==> config.mk <==
export PLATFORM = sky130hd
export DESIGN_NAME = uart_rx_fifo
export DESIGN_NICKNAME = d
export VERILOG_FILES = /design/src/rtl/uart_rx_fifo.sv
export SDC_FILE = /design/constraint.sdc
export NUM_CORES = 1
export LEC_CHECK = 0
export ABC_AREA = 1
export BUFFER_PORTS_ARGS = -buffer_cell sky130_fd_sc_hd__clkbuf_2
export CAP_MARGIN = 20
export CORE_UTILIZATION = 30
export CTS_BUF_LIST = sky130_fd_sc_hd__clkbuf_8 sky130_fd_sc_hd__clkbuf_16
export DETAILED_ROUTE_END_ITERATION = 6
export PLACE_DENSITY_LB_ADDON = 0.1
export SYNTH_ARGS = -nofsm -noshare
export SYNTH_HDL_FRONTEND = slang
export SYNTH_SLANG_ARGS = --single-unit
==> constraint.sdc <==
create_clock -name clk -period 4.6 [get_ports clk]
set_input_delay 0 -clock clk [delete_from_list [all_inputs] [get_ports clk]]
set_output_delay 0 -clock clk [all_outputs]
set_load 0.05 [all_outputs]
==> src/rtl/uart_rx_fifo.sv <==
// UART receiver with configurable bit period, width and parity, feeding a small
// first-word-fall-through FIFO read through a 16-bit word (bit 15 set = empty).
`timescale 1ns/1ps
module uart_rx_fifo #(
  parameter int unsigned CLKS_PER_BIT = 217,
  parameter int unsigned DATA_BITS    = 8,
  parameter int unsigned PARITY       = 0,
  parameter int unsigned FIFO_DEPTH   = 4
) (
  input  logic        clk,
  input  logic        clear,
  input  logic        RX,
  input  logic        rd,
  output logic [15:0] out,
  output logic        overrun,
  output logic        busy
);
  localparam int unsigned CNT_W  = $clog2(CLKS_PER_BIT);
  localparam int unsigned PTR_W  = $clog2(FIFO_DEPTH);
  localparam int unsigned CNTF_W = PTR_W + 1;
  localparam int unsigned WORD_W = 10;
  localparam logic [CNT_W-1:0]  HALF_LAST = CNT_W'(CLKS_PER_BIT / 2 - 1);
  localparam logic [CNT_W-1:0]  BIT_LAST  = CNT_W'(CLKS_PER_BIT - 1);
  localparam logic [2:0]        IDX_LAST  = 3'(DATA_BITS - 1);
  localparam logic [CNTF_W-1:0] CNT_FULL  = CNTF_W'(FIFO_DEPTH);

  typedef enum logic [2:0] {S_IDLE, S_START, S_DATA, S_PARITY, S_STOP} state_t;

  state_t            state, state_nx;
  logic              rx_m, rx_s, rx_p;
  logic [CNT_W-1:0]  cnt;
  logic [2:0]        bit_idx;
  logic [7:0]        data;
  logic              perr;
  logic              cnt_rst, idle_rst, data_smp, par_smp, push;
  logic [WORD_W-1:0] push_word;
  logic [WORD_W-1:0] mem [FIFO_DEPTH];
  logic [PTR_W-1:0]  wr_ptr, rd_ptr;
  logic [CNTF_W-1:0] count;
  logic              fifo_empty, fifo_full, do_pop, do_push;

  // Two-flop synchroniser plus previous-sample register for edge detection
  always_ff @(posedge clk) begin
    if (clear) begin
      rx_m <= 1'b1;
      rx_s <= 1'b1;
      rx_p <= 1'b1;
    end else begin
      rx_m <= RX;
      rx_s <= rx_m;
      rx_p <= rx_s;
    end
  end

  always_ff @(posedge clk) begin
    if (clear) state <= S_IDLE;
    else       state <= state_nx;
  end

  always_comb begin
    state_nx = state;
    case (state)
      S_IDLE:   if (rx_p && !rx_s) state_nx = S_START;
      S_START:  if (cnt == HALF_LAST) state_nx = rx_s ? S_IDLE : S_DATA;
      S_DATA:   if (cnt == BIT_LAST && bit_idx == IDX_LAST)
                  state_nx = (PARITY != 0) ? S_PARITY : S_STOP;
      S_PARITY: if (cnt == BIT_LAST) state_nx = S_STOP;
      S_STOP:   if (cnt == BIT_LAST) state_nx = S_IDLE;
      default:  state_nx = S_IDLE;
    endcase
  end

  always_comb begin
    cnt_rst  = 1'b0;
    idle_rst = 1'b0;
    data_smp = 1'b0;
    par_smp  = 1'b0;
    push     = 1'b0;
    case (state)
      S_IDLE: begin
        cnt_rst  = 1'b1;
        idle_rst = 1'b1;
      end
      S_START:  cnt_rst = (cnt == HALF_LAST);
      S_DATA: begin
        cnt_rst  = (cnt == BIT_LAST);
        data_smp = (cnt == BIT_LAST);
      end
      S_PARITY: begin
        cnt_rst = (cnt == BIT_LAST);
        par_smp = (cnt == BIT_LAST);
      end
      S_STOP: begin
        cnt_rst = (cnt == BIT_LAST);
        push    = (cnt == BIT_LAST);
      end
      default: cnt_rst = 1'b1;
    endcase
  end

  // Bit timing and frame assembly; data is zeroed while idle so unused bits read 0
  always_ff @(posedge clk) begin
    if (clear) begin
      cnt     <= '0;
      bit_idx <= '0;
      data    <= '0;
      perr    <= 1'b0;
    end else begin
      cnt <= cnt_rst ? '0 : cnt + CNT_W'(1);
      if (idle_rst) begin
        bit_idx <= '0;
        data    <= '0;
        perr    <= 1'b0;
      end
      if (data_smp) begin
        data[bit_idx] <= rx_s;
        bit_idx       <= bit_idx + 3'd1;
      end
      if (par_smp) perr <= (PARITY == 1) ? ~(^data ^ rx_s) : (^data ^ rx_s);
    end
  end

  assign push_word  = {perr, ~rx_s, data};
  assign fifo_empty = (count == '0);
  assign fifo_full  = (count == CNT_FULL);
  assign do_pop     = rd && !fifo_empty;
  assign do_push    = push && (!fifo_full || do_pop);

  always_ff @(posedge clk) begin
    if (do_push && !clear) mem[wr_ptr] <= push_word;
  end

  // A full FIFO drops the incoming word unless a pop frees a slot in the same cycle
  always_ff @(posedge clk) begin
    if (clear) begin
      wr_ptr  <= '0;
      rd_ptr  <= '0;
      count   <= '0;
      overrun <= 1'b0;
    end else begin
      if (do_push) wr_ptr <= wr_ptr + PTR_W'(1);
      if (do_pop)  rd_ptr <= rd_ptr + PTR_W'(1);
      case ({do_push, do_pop})
        2'b10:   count <= count + CNTF_W'(1);
        2'b01:   count <= count - CNTF_W'(1);
        default: count <= count;
      endcase
      if (push && fifo_full && !do_pop) overrun <= 1'b1;
    end
  end

  assign out  = fifo_empty ? 16'h8000 : {6'b0, mem[rd_ptr]};
  assign busy = (state != S_IDLE);

endmodule

; After elaboration in Yosys (flattened, before gate mapping)
; Memories as Yosys holds them, arrays and structs flattened. A register that Yosys moved wholly into a read port is not among the register bits.
; Index checks and enable logic that the tools add are counted.
[totals]
regBits = 34
elab_cells = 90
memories = 1
out_inout_bits = 18
in_bits = 4
ram_bits = 40
[memory_table]
columns = memory, words, word_bits, read_ports, rd_ports_with_merged_regs, write_ports, line_no
row1 = mem, 4, 10, 1, 1, 1, 37  ; logic [WORD_W-1:0] mem [FIFO_DEPTH];
[classes]
n_eq_ne = 15
n_mux = 28
reduce_logical = 24
bitwise = 2
order_cmp = 2
addsub = 6
[ops]
columns = op, count
row1 = two-way mux 8 bit, 3
row2 = two-way mux 3 bit, 7
row3 = two-way mux 16 bit, 1
row4 = case mux 3 bit (5 select lines), 1
row5 = inequality test 2 bit (second input constant), 5
row6 = == test 3 bit (second input constant), 3
row7 = two-way mux 1 bit, 9
row8 = adder 8 x 1 -> 8 bit (second input constant), 1
row9 = bitwise mux 8 bit, 1
row10 = == test 8 x 7 -> 1 bit (second input constant), 1
row11 = == test 8 bit (second input constant), 1
row12 = logical AND 1 bit, 8
row13 = parity 8 bit, 1
row14 = adder 3 x 1 -> 3 bit (second input constant), 2
row15 = == test 3 x 2 -> 1 bit (second input constant), 2
row16 = zero test 3 bit, 2
row17 = two-way mux 2 bit, 3
row18 = case mux 3 bit (2 select lines), 1
row19 = nonzero test 2 bit, 3
row20 = zero test 1 bit, 5
row21 = AND reduction 5 bit, 1
row22 = adder 2 x 1 -> 2 bit (second input constant), 2
row23 = less-than comparator 3 x 4 -> 1 bit (second input constant), 1
row24 = demux 1 bit (select 3 bit), 1
row25 = 12 further kinds, 12

; Longest topological paths before layout
[logic_depth]
depth_word = 8
mapped_depth = 14
mapped_depth_nobuf = 14

; Worst setup path after synthesis
; OpenSTA, ideal clock, no wires.
[synth_path]
path_type = register to register
from = register cnt[0]
to = memory mem[0][0] (enable)
path_stages_with_launch = 11
setup_time_ps = 376
arrival_time_ps = 1572
period_less_slack_ps = 1948
path_slack_ps = 2652
path_buffers = 0
required_ps = 4224
path_cell_list = dfxtp_1 > inv_1 > ha_1 > nand2_2 > inv_1 > nand2_1 > nor2_4 > nand2_2 > nor2_2 > nand2_1 > nor2_1
[synth_between]
elab_chain_cells = 6
[synth_lines]
columns = item, line_no
row1 = from (decl), 31  ; logic [CNT_W-1:0] cnt;
row2 = from (signal assigned), 109  ; cnt <= cnt_rst ? '0 : cnt + CNT_W'(1);
row3 = == test 8 bit, 95  ; push = (cnt == BIT_LAST);
row4 = two-way mux 1 bit, 79  ; case (state)
row5 = logical AND 1 bit, 127  ; assign do_push = push && (!fifo_full || do_pop);
row6 = logical AND 1 bit, 130  ; if (do_push && !clear) mem[wr_ptr] <= push_word;
row7 = two-way mux 1 bit, 130
row8 = two-way mux 1 bit (implied by the code), 130
row9 = to (decl), 37
; Every way passes these cells.

; Final worst setup path
[layout_path]
from = register cnt[0]
to = memory mem[1][8] (enable)
; Same word-level chain as after synthesis.

==> qor.txt <==
vias per inst: 4.429
status: finished, violations left
post-synthesis instance total: 428
Crit path max-delay family: simple AND/OR/NAND/NOR gates
Hold Path End: rd_ptr[0]$_SDFFE_PP0N_
type of the worst min-delay path: primary input to flop
worst-path maximum fanout: 10
WL final: 7679 um
router iterations before antenna repair: 6
R2R depth: 10
min Tclk post-route: 2367 ps
CTS max path bufs: 2
IO Port Bufs: 16
DR iter-0 viols: 141
Synth Register Bits: 76
Worst Path Arrival: 2320 ps
CORE AREA: 0.01152 mm^2
Post-synth ARST share: 0
CP max stage delay: 740 ps
Sw Pwr: 0.4381 mW
fin crit share: 0.5145
H-Tree Depth: 3
commonest non-fill, non-tap cell in the layout: nor2_1
Netlist cell types: 32
Antenna diodes: 0
Clock Pin Slew Worst Setup and Hold Paths: 60 ps
die area: 0.01238 mm^2
Post-layout nets: 459
initial antenna violation count: 0
PD cells: 408.8 mW/mm^2
filler cell count: 1221
combinational cell fraction of total power: 0.120
switching portion of total power: 0.2603
Wirelength per Cell: 12.93 um
Row Count: 39
vias in the first global route: 2602
capturing element type of the critical path: flop
max-slew violations: 0
most common flop cell mapped by yosys: edfxtp_1
grt ovf: 0
Peak VDD IR: 163.3 uV
TritonCTS clock tree: done
post-CTS setup buffer count: 0
layout cell share with drive strength beyond 1: 0.1175
Finished Core Util: 0.3576
Max Clock Freq: 422.5 MHz
failing checks: design-rule violations
worst reg2reg endpoint: mem[1][8]$_DFFE_PP_
r2r startpoint: cnt[0]$_SDFF_PP0_
register share of total power: 0.436
clk_lat worst skew: 330 ps
WP buf/inv: 2
dpl hpwl: 5446 um
WS Path Type: flop to flop
Worst setup SP type: flop
largest family of logic cells by synthesized area: simple AND/OR/NAND/NOR gates
most frequent cells in the layout: nor2_1, nand2_1, inv_1
Synth Warn #: 0
Int Power: 1.245 mW
Worst EP required: 4550 ps
DRC viols: 11
min-delay src: rd
post-synthesis mux area share: 0
Initial Utilization: 0.3111
DR vias: 2631
max_cap viols: 0
Hold Crit Depth: 5
DRT antenna net count: 0
die height: 111.3 um
post-CTS sizing: 0
GRT Resource Usage Total: 0.1392
Setup Skew: 9.337 ps
TritonCTS buffer count: 9
largest net degree at the start of global routing: 22
post-synthesis adder-cell area fraction: 0.03353
GP Congestion: 0.7623
Worst slew margin: 0.3917
Top Ports: 22
flop-to-flop setup slack: 2230 ps
Sum Neg Setup Slack: 0 ps
unrepaired setup endpoints after global routing: no
first-pass GRT wire length: 13090 um
sequential fraction of the synthesis area: 0.5365
simple-gate share of the synthesized area: 0.2344
Root Driver: clkbuf_16
sequential cell area: 0.001922 mm^2
slowest CP cell: nor2_1
LEAKAGE: 1.697 nW
Netlist Area Pre-Place: 0.003582 mm^2
syn avg cell area: 8.370 um^2
synthesis-to-layout area growth: 14.95%
final hold violations: 0
critical-path cell list: inv_1 -> ha_1 -> nand2_2 -> inv_1 -> nand2_1 -> nor2_4 -> nand2_2 -> nor2_2 -> nand2_1 -> nor2_1
clk sinks: 76
# setup viols final: 0
Clk pwr share: 0.443
Die Wd: 111.3 um
worst-margin pin slew: 909.1 ps
multi-input logic area: 0.001338 mm^2
Synth Area in Compound Gates: 0.09291
post-synthesis xor/xnor area fraction: 0.007335
EDFF count, synth: 40
[logic make-up (layout without fill, tap and decap cells)]
| family | after synthesis | after routing |
|---|---|---|
| xor gates and xnor gates | 3 | 3 |
| AOI/OAI and AO/OA | 62 | 62 |
| other | 1 | 5 |
| and+or+nand+nor | 193 | 193 |
| buffers and inverters | 84 | 103 |
| DFF | 76 | 76 |
| adders and majority gates | 9 | 9 |
[routing by layer]
layer / global-route usage / part of all wire
met2: 0.2321 / 0.48
met1: 0.1708 / 0.47
met3: 0.03390 / 0.028
met4: 0.05946 / 0.015
met5: 0 / 0
[timing repair]
item / CTS / global route
endpoints found under the hold margin: 6 / 0
setup endpoints to repair: 0 / 0
hold buffers: 2 / 0
[layout make-up]
type | instances | share of cell area
multi-input cells | 272 | 0.3248
inverters | 68 | 0.06199
flip-flops and latches | 76 | 0.4667
well taps | 143 | 0.04345
clock inverters | 7 | 0.02218
repair buffers | 19 | 0.02613
clock buffers | 9 | 0.05469
[power groups by stage]
stage | clock, mW | combinational (mW) | sequential, mW
finish | 0.746 | 0.203 | 0.734
global route | 0.797 | 0.228 | 0.736
CTS | 0.768 | 0.208 | 0.734
detailed placement | 0 | 0.205 | 0.749
global placement | 0 | 0.210 | 0.749
floorplan | 0 | 0.164 | 0.747
[registers in the layout, indices dropped and copies added (netlist names), named ones only]
register  cells
rx_p          1
state         3
rx_s          1
wr_ptr        2
count         3
data          8
rx_m          1
perr          1
cnt           8
rd_ptr        2
bit_idx       3
mem          40
overrun       1
[worst min-delay path: stages]
cell	delay [ps]
clkbuf_2	100
nand2_1	60
inv_1	100
nor2_1	60
nor2_1	90
[how the worst max path moves through the flow]
stage                                endpoint  cells after the start  slack [ps]         startpoint
after floorplan           mem[0][0]$_DFFE_PP_                     10        2650  cnt[0]$_SDFF_PP0_
after global placement    mem[1][4]$_DFFE_PP_                     10        2230  cnt[0]$_SDFF_PP0_
after detailed placement  mem[1][4]$_DFFE_PP_                     10        2190  cnt[0]$_SDFF_PP0_
after CTS                 mem[1][8]$_DFFE_PP_                     10        2180  cnt[0]$_SDFF_PP0_
after global routing      mem[1][8]$_DFFE_PP_                     10        1970  cnt[0]$_SDFF_PP0_
final                     mem[1][8]$_DFFE_PP_                     10        2230  cnt[0]$_SDFF_PP0_
[metrics by stage]
step	total power [mW]	hold WS (ps)	cell area, um^2	cells	setup slack [ps]
after global placement	0.9589	189.0	3781	576	2234
after floorplan	0.9110	103.8	3597	432	2652
after detailed placement	0.9537	189.8	3781	576	2193
after global routing	1.761	210.7	4118	594	1967
after CTS	1.711	109.0	4118	594	2180
final	1.683	118.3	4118	594	2233
[Yosys cell counts, drive strengths merged (2+ instances only)]
master / number / area, um^2
a21oi: 26 / 130.1
buf: 6 / 45.04
clkbuf: 10 / 37.54
clkinv: 2 / 7.510
dfxtp: 36 / 720.7
edfxtp: 40 / 1201
ha: 8 / 100.1
inv: 66 / 247.7
nand2: 73 / 306.5
nand3: 23 / 120.1
nand4: 2 / 12.51
nor2: 88 / 359.1
nor3: 3 / 15.01
o21ai: 28 / 147.7
o22ai: 6 / 37.54
or2: 3 / 18.77
xor2: 2 / 17.52
Power figures use the tool's default switching activity.
